==> src/rtl/output_buffer.sv <==
// -----------------------------------------------------------------------------
// output_buffer
//
// Parallel-in, serial-out result buffer. The PE array writes NUM_WDATA pixels
// in one cycle, and the writeback path drains them one pixel per read request.
// Pixels come out in strict FIFO order, and slice 0 of a group is output first.
//
// Ports:
//   clk          : clock
//   rst          : asynchronous, active-low reset
//   i_data       : write group, NUM_WDATA pixels; slice [DAT_WIDTH-1:0] is oldest
//   i_data_vld   : write request for the whole group
//   i_data_req   : read request for one pixel
//   o_data       : read pixel, registered, 1-cycle latency from an accepted request
//   o_data_vld   : single-cycle pulse qualifying o_data
//   data_counter : occupancy in pixels
//   o_empty      : data_counter == 0
//   o_full       : no room for another whole group
//   o_ovf        : sticky overflow flag (group offered while full), cleared by reset
// -----------------------------------------------------------------------------
module output_buffer #(
    parameter int BIT_WIDTH     = 8,
    parameter int NUM_CHANNEL   = 3,
    parameter int NUM_WDATA     = 3,
    parameter int FF_DEPTH      = 8,
    parameter int FF_ADDR_WIDTH = 3,
    parameter int DAT_WIDTH     = BIT_WIDTH * NUM_CHANNEL
) (
    input  logic                           clk,
    input  logic                           rst,
    input  logic [DAT_WIDTH*NUM_WDATA-1:0] i_data,
    input  logic                           i_data_vld,
    input  logic                           i_data_req,
    output logic [DAT_WIDTH-1:0]           o_data,
    output logic                           o_data_vld,
    output logic [FF_ADDR_WIDTH:0]         data_counter,
    output logic                           o_empty,
    output logic                           o_full,
    output logic                           o_ovf
);

    localparam int CNT_W = FF_ADDR_WIDTH + 1;
    localparam logic [CNT_W-1:0] FULL_TH  = CNT_W'(FF_DEPTH - NUM_WDATA);
    localparam logic [CNT_W-1:0] WR_INC   = CNT_W'(NUM_WDATA);
    localparam logic [FF_ADDR_WIDTH-1:0] PTR_INC = FF_ADDR_WIDTH'(NUM_WDATA);

    // Pixel storage (not reset: contents are meaningless while the count is 0)
    logic [DAT_WIDTH-1:0]     mem_q [FF_DEPTH];

    logic [FF_ADDR_WIDTH-1:0] wr_ptr_q, wr_ptr_d;
    logic [FF_ADDR_WIDTH-1:0] rd_ptr_q, rd_ptr_d;
    logic [CNT_W-1:0]         cnt_q, cnt_d;
    logic [DAT_WIDTH-1:0]     o_data_q, o_data_d;
    logic                     o_vld_q, o_vld_d;
    logic                     ovf_q, ovf_d;

    logic                     empty_w, full_w;
    logic                     wr_acc, rd_acc;
    logic [FF_ADDR_WIDTH-1:0] wr_addr [NUM_WDATA];

    // Flags come from the registered count only, so a read in the same cycle
    // never makes room for a write.
    assign empty_w = (cnt_q == '0);
    assign full_w  = (cnt_q > FULL_TH);

    always_comb begin
        wr_acc   = i_data_vld && !full_w;
        rd_acc   = i_data_req && !empty_w;

        wr_ptr_d = wr_ptr_q;
        rd_ptr_d = rd_ptr_q;
        o_data_d = o_data_q;
        o_vld_d  = 1'b0;
        ovf_d    = ovf_q;

        // Slot addresses for each pixel of the group; wrap naturally in the
        // pointer width so a group may straddle the end of storage.
        for (int k = 0; k < NUM_WDATA; k++) begin
            wr_addr[k] = wr_ptr_q + FF_ADDR_WIDTH'(k);
        end

        if (wr_acc) begin
            wr_ptr_d = wr_ptr_q + PTR_INC;
        end

        if (i_data_vld && full_w) begin
            ovf_d = 1'b1;
        end

        if (rd_acc) begin
            rd_ptr_d = rd_ptr_q + FF_ADDR_WIDTH'(1);
            o_data_d = mem_q[rd_ptr_q];
            o_vld_d  = 1'b1;
        end

        cnt_d = cnt_q + (wr_acc ? WR_INC : '0) - (rd_acc ? CNT_W'(1) : '0);
    end

    always_ff @(posedge clk or negedge rst) begin
        if (!rst) begin
            wr_ptr_q <= '0;
            rd_ptr_q <= '0;
            cnt_q    <= '0;
            o_data_q <= '0;
            o_vld_q  <= 1'b0;
            ovf_q    <= 1'b0;
        end else begin
            wr_ptr_q <= wr_ptr_d;
            rd_ptr_q <= rd_ptr_d;
            cnt_q    <= cnt_d;
            o_data_q <= o_data_d;
            o_vld_q  <= o_vld_d;
            ovf_q    <= ovf_d;
        end
    end

    // Accepted writes only ever land in free slots, so they never collide with
    // the slot being read in the same cycle.
    always_ff @(posedge clk) begin
        if (wr_acc) begin
            for (int k = 0; k < NUM_WDATA; k++) begin
                mem_q[wr_addr[k]] <= i_data[k*DAT_WIDTH +: DAT_WIDTH];
            end
        end
    end

    assign o_data       = o_data_q;
    assign o_data_vld   = o_vld_q;
    assign data_counter = cnt_q;
    assign o_empty      = empty_w;
    assign o_full       = full_w;
    assign o_ovf        = ovf_q;

endmodule

==> config.mk <==
export PLATFORM = sky130hd
export DESIGN_NAME = output_buffer
export DESIGN_NICKNAME = d
export VERILOG_FILES = /design/src/rtl/output_buffer.sv
export SDC_FILE = /design/constraint.sdc
export NUM_CORES = 1
export LEC_CHECK = 0
export BUFFER_PORTS_ARGS = -buffer_cell sky130_fd_sc_hd__buf_2
export CAP_MARGIN = 20
export CORE_UTILIZATION = 30
export DETAILED_ROUTE_END_ITERATION = 10
export GPL_ROUTABILITY_DRIVEN = 0
export HOLD_SLACK_MARGIN = 0.03
export SLEW_MARGIN = 20
export SYNTH_ARGS = -nofsm -noshare
export SYNTH_HDL_FRONTEND = slang
export SYNTH_SLANG_ARGS = --single-unit
==> constraint.sdc <==
create_clock -name clk -period 3.9 [get_ports clk]
set_clock_uncertainty 0.15 [all_clocks]
set_input_delay 0.78 -clock clk [delete_from_list [all_inputs] [get_ports clk]]
set_output_delay 0.78 -clock clk [all_outputs]
set_load 0.01 [all_outputs]
==> impl_results.md <==
- Outcome: completed
- Area grow syn2layout: 15.3%
- Largest net degree at the start of global routing: 51
- Post-layout util: 35.1%
- Hold Path Class: in -> async
- Seq/Total Area, Yosys: 49.5%
- Worst-margin pin slew: 986 ps
- Vias: 11900
- Worst-Skew Late Latency: 560 ps
- Commonest non-fill, non-tap cell in the layout: nor2_1
- Vias in the first global route: 11800
- Pwr/cell area: 845 mW/mm2
- Layout cell share with drive strength beyond 1: 18.8%
- WL/cell: 22.9 um
- Net count after synthesis: 1523
- MaxCap Viol Count: 0
- Worst Path Arrival: 3200 ps
- Fin. Hold Viols: 0
- Core area: 0.0442 mm2
- Worst VDD drop: 652 uV
- Die Wd: 214 um
- #FFs+latches synth: 228
- IO buf count: 107
- CP cell instances: ha_1 > xnor2_4 > nand2_1 > buf_4 > o21ai_0 > a31oi_1
- Overall power: 13.1 mW
- Avg Cell Area, Syn: 9.37 um2
- CTS Root Cell: clkbuf_16
- R2r setup slk: 800 ps
- CP max FO: 30
- Total CTS buffers: 27
- # DRC: 0
- CTS max path bufs: 3
- Total iterations of the first detailed-routing run: 6
- Post-synth top area share: 42.9%
- Post-DRT Antenna Nets: 0
- CTS tree: done
- Clk slew on worst S/H paths: 60 ps
- Max-slew headroom: 34.3%
- Global-route wire length before repair: 71700 um
- Max Freq: 0.322 GHz
- Final wirelength: 47500 um
- Post-cts repair resize count: 0
- Final setup margin: 797 ps
- RSZ-0062 raised after global routing: no
- Row cnt: 77
- Pleak: 5.33 nW
- Sw Share: 44.5%
- Worst Setup End Kind: register
- Die H: 214 um
- Boundary pin count: 108
- R2r worst-path depth: 6
- Top Family by Delay on Critical Path: simple AND/OR/NAND/NOR gates
- Reg-to-reg endpoint: mem_q[3][7]
- Commonest cells after routing, fill and taps aside: nor2_1 (242), o21ai_0 (200), a31oi_1 (192), edfxtp_1 (192), nand2_1 (157)
- Fin crit share: 79.6%
- Grt ovf: 0
- Minimum clock period: 3100 ps
- Hpwl dp: 29700 um
- Setup tns final: 0 ps
- Worst path required time: 4000 ps
- Crit path kind: reg -> reg
- P_sw: 5.84 mW
- H-Tree Depth: 1
- Synth Cell Area: 0.0135 mm2
- Yosys warns: 0
- Area leader, netlist: edfxtp_1
- Initial antenna violation count: 2
- Worst Setup SP: wr_ptr_q[1]
- Fin area: 0.0155 mm2
- Critical R2R Launch: wr_ptr_q[1]
- Logic pwr share: 48.2%
- Worst path max stage delay: 610 ps
- Synth Instances: 1436
- Post-CTS Setup Bufs: 0
- Synth area leaders: edfxtp_1 (43%), a31oi_1 (8.9%), mux4_2 (8.0%)
- Post-Place Setup Slack: 911 ps
- Clk pwr share: 20.2%
- Max Slew Vio Count: 0
- CP Launch Type: register
- Critical path's slowest cell: nand2_1
- Post-DR vias/cell: 5.74
- Cell Int Power: 7.27 mW
- CP Buf/Inv Count: 1
- ANT cells: 0
- Final setup vio count: 0
- Total track usage: 20.9%
- Fin nets: 1553
- Area after DPL: 0.0146 mm2
- DRT iter0 DRCs: 1277
- Total die area: 0.0457 mm2
- Clock Sinks: 228
- Sequential Power Share: 31.5%
- Cts hold-fix bufs: 0
- Initial Util: 30.4%
- Yosys cell types: 35
[power by group through the flow]
stage | logic, mW | registers (mW) | clock network [mW]
floorplan | 3.95 | 4.03 | 0
global placement | 6.14 | 4.16 | 0
detailed placement | 6.25 | 4.19 | 0
CTS | 6.26 | 4.14 | 2.68
global route | 6.75 | 4.22 | 2.77
finish | 6.32 | 4.13 | 2.65
[cells by family (layout without fill, tap and decap cells)]
group	Yosys count	after routing	synth area share, %
and+or+nand+nor	519	519	15.8
AOI/OAI and AO/OA	421	421	17.6
DFF	228	228	49.5
buffers and inverters	178	229	5.48
muxes	72	72	9.82
adders and majority gates	11	11	1.08
xor gates and xnor gates	7	7	0.651
[worst max-delay path by stage]
stage / end / cells past startpoint
5_1_grt: mem_q[3][7] / 6
3_5_place_dp: mem_q[3][7] / 6
6_report: mem_q[3][7] / 6
2_1_floorplan: mem_q[7][0] / 5
3_3_place_gp: mem_q[3][20] / 6
4_1_cts: o_full / 5
[area by class of cell]
type	instances	area (um2)
clock buffer	33	718
clock inverter	17	200
fill	4412	28700
inverter	10	37.5
multi-input combinational	1030	6110
sequential	228	6670
tap	592	741
timing repair buffer	169	1030
[worst reg2reg max path: stages, from the launching register on]
cell and delay, ps:
dfrtp_1 450, ha_1 320, xnor2_4 460, nand2_1 610, buf_4 470, o21ai_0 220, a31oi_1 140
[synth_stat cells, drive strengths merged]
| master | instances |
|---|---|
| a21oi | 1 |
| inv | 10 |
| a31oi | 192 |
| ha | 10 |
| nor2b | 2 |
| and2b | 1 |
| nand4 | 8 |
| o22ai | 2 |
| fa | 1 |
| nand2 | 157 |
| a21o | 2 |
| edfxtp | 192 |
| a21bo | 1 |
| clkbuf | 91 |
| and3 | 2 |
| o211ai | 4 |
| dfrtp | 36 |
| xor2 | 4 |
| xnor2 | 3 |
| nand3 | 99 |
| and2 | 2 |
| nand2b | 3 |
| mux4 | 48 |
| nor2 | 244 |
| nor3b | 1 |
| mux2i | 24 |
| o21ai | 219 |
| buf | 77 |
[stage by stage]
step           cells  hold slack [ps]
2_1_floorplan   1436              334
3_3_place_gp    2029              303
3_5_place_dp    2029              297
4_1_cts         2079             81.5
5_1_grt         2079              108
6_report        2079             65.0
[flip-flops by register name, summed over array words and instances (netlist names)]
| register | count |
|---|---|
| data_counter | 4 |
| o_data | 24 |
| o_ovf | 1 |
| wr_ptr_q | 3 |
| mem_q | 192 |
| o_data_vld | 1 |
| rd_ptr_q | 3 |
[metal layers]
metal | part of all wire, % | global-route usage (%) | vias up
li1 | - | - | 5349
met1 | 40 | 27.7 | 5735
met2 | 47 | 34.3 | 718
met3 | 9.7 | 3.19 | 125
met4 | 3.4 | 8.23 | 4
met5 | 0.059 | 0 | -
Note: power is estimated with default switching activity, not from simulation.
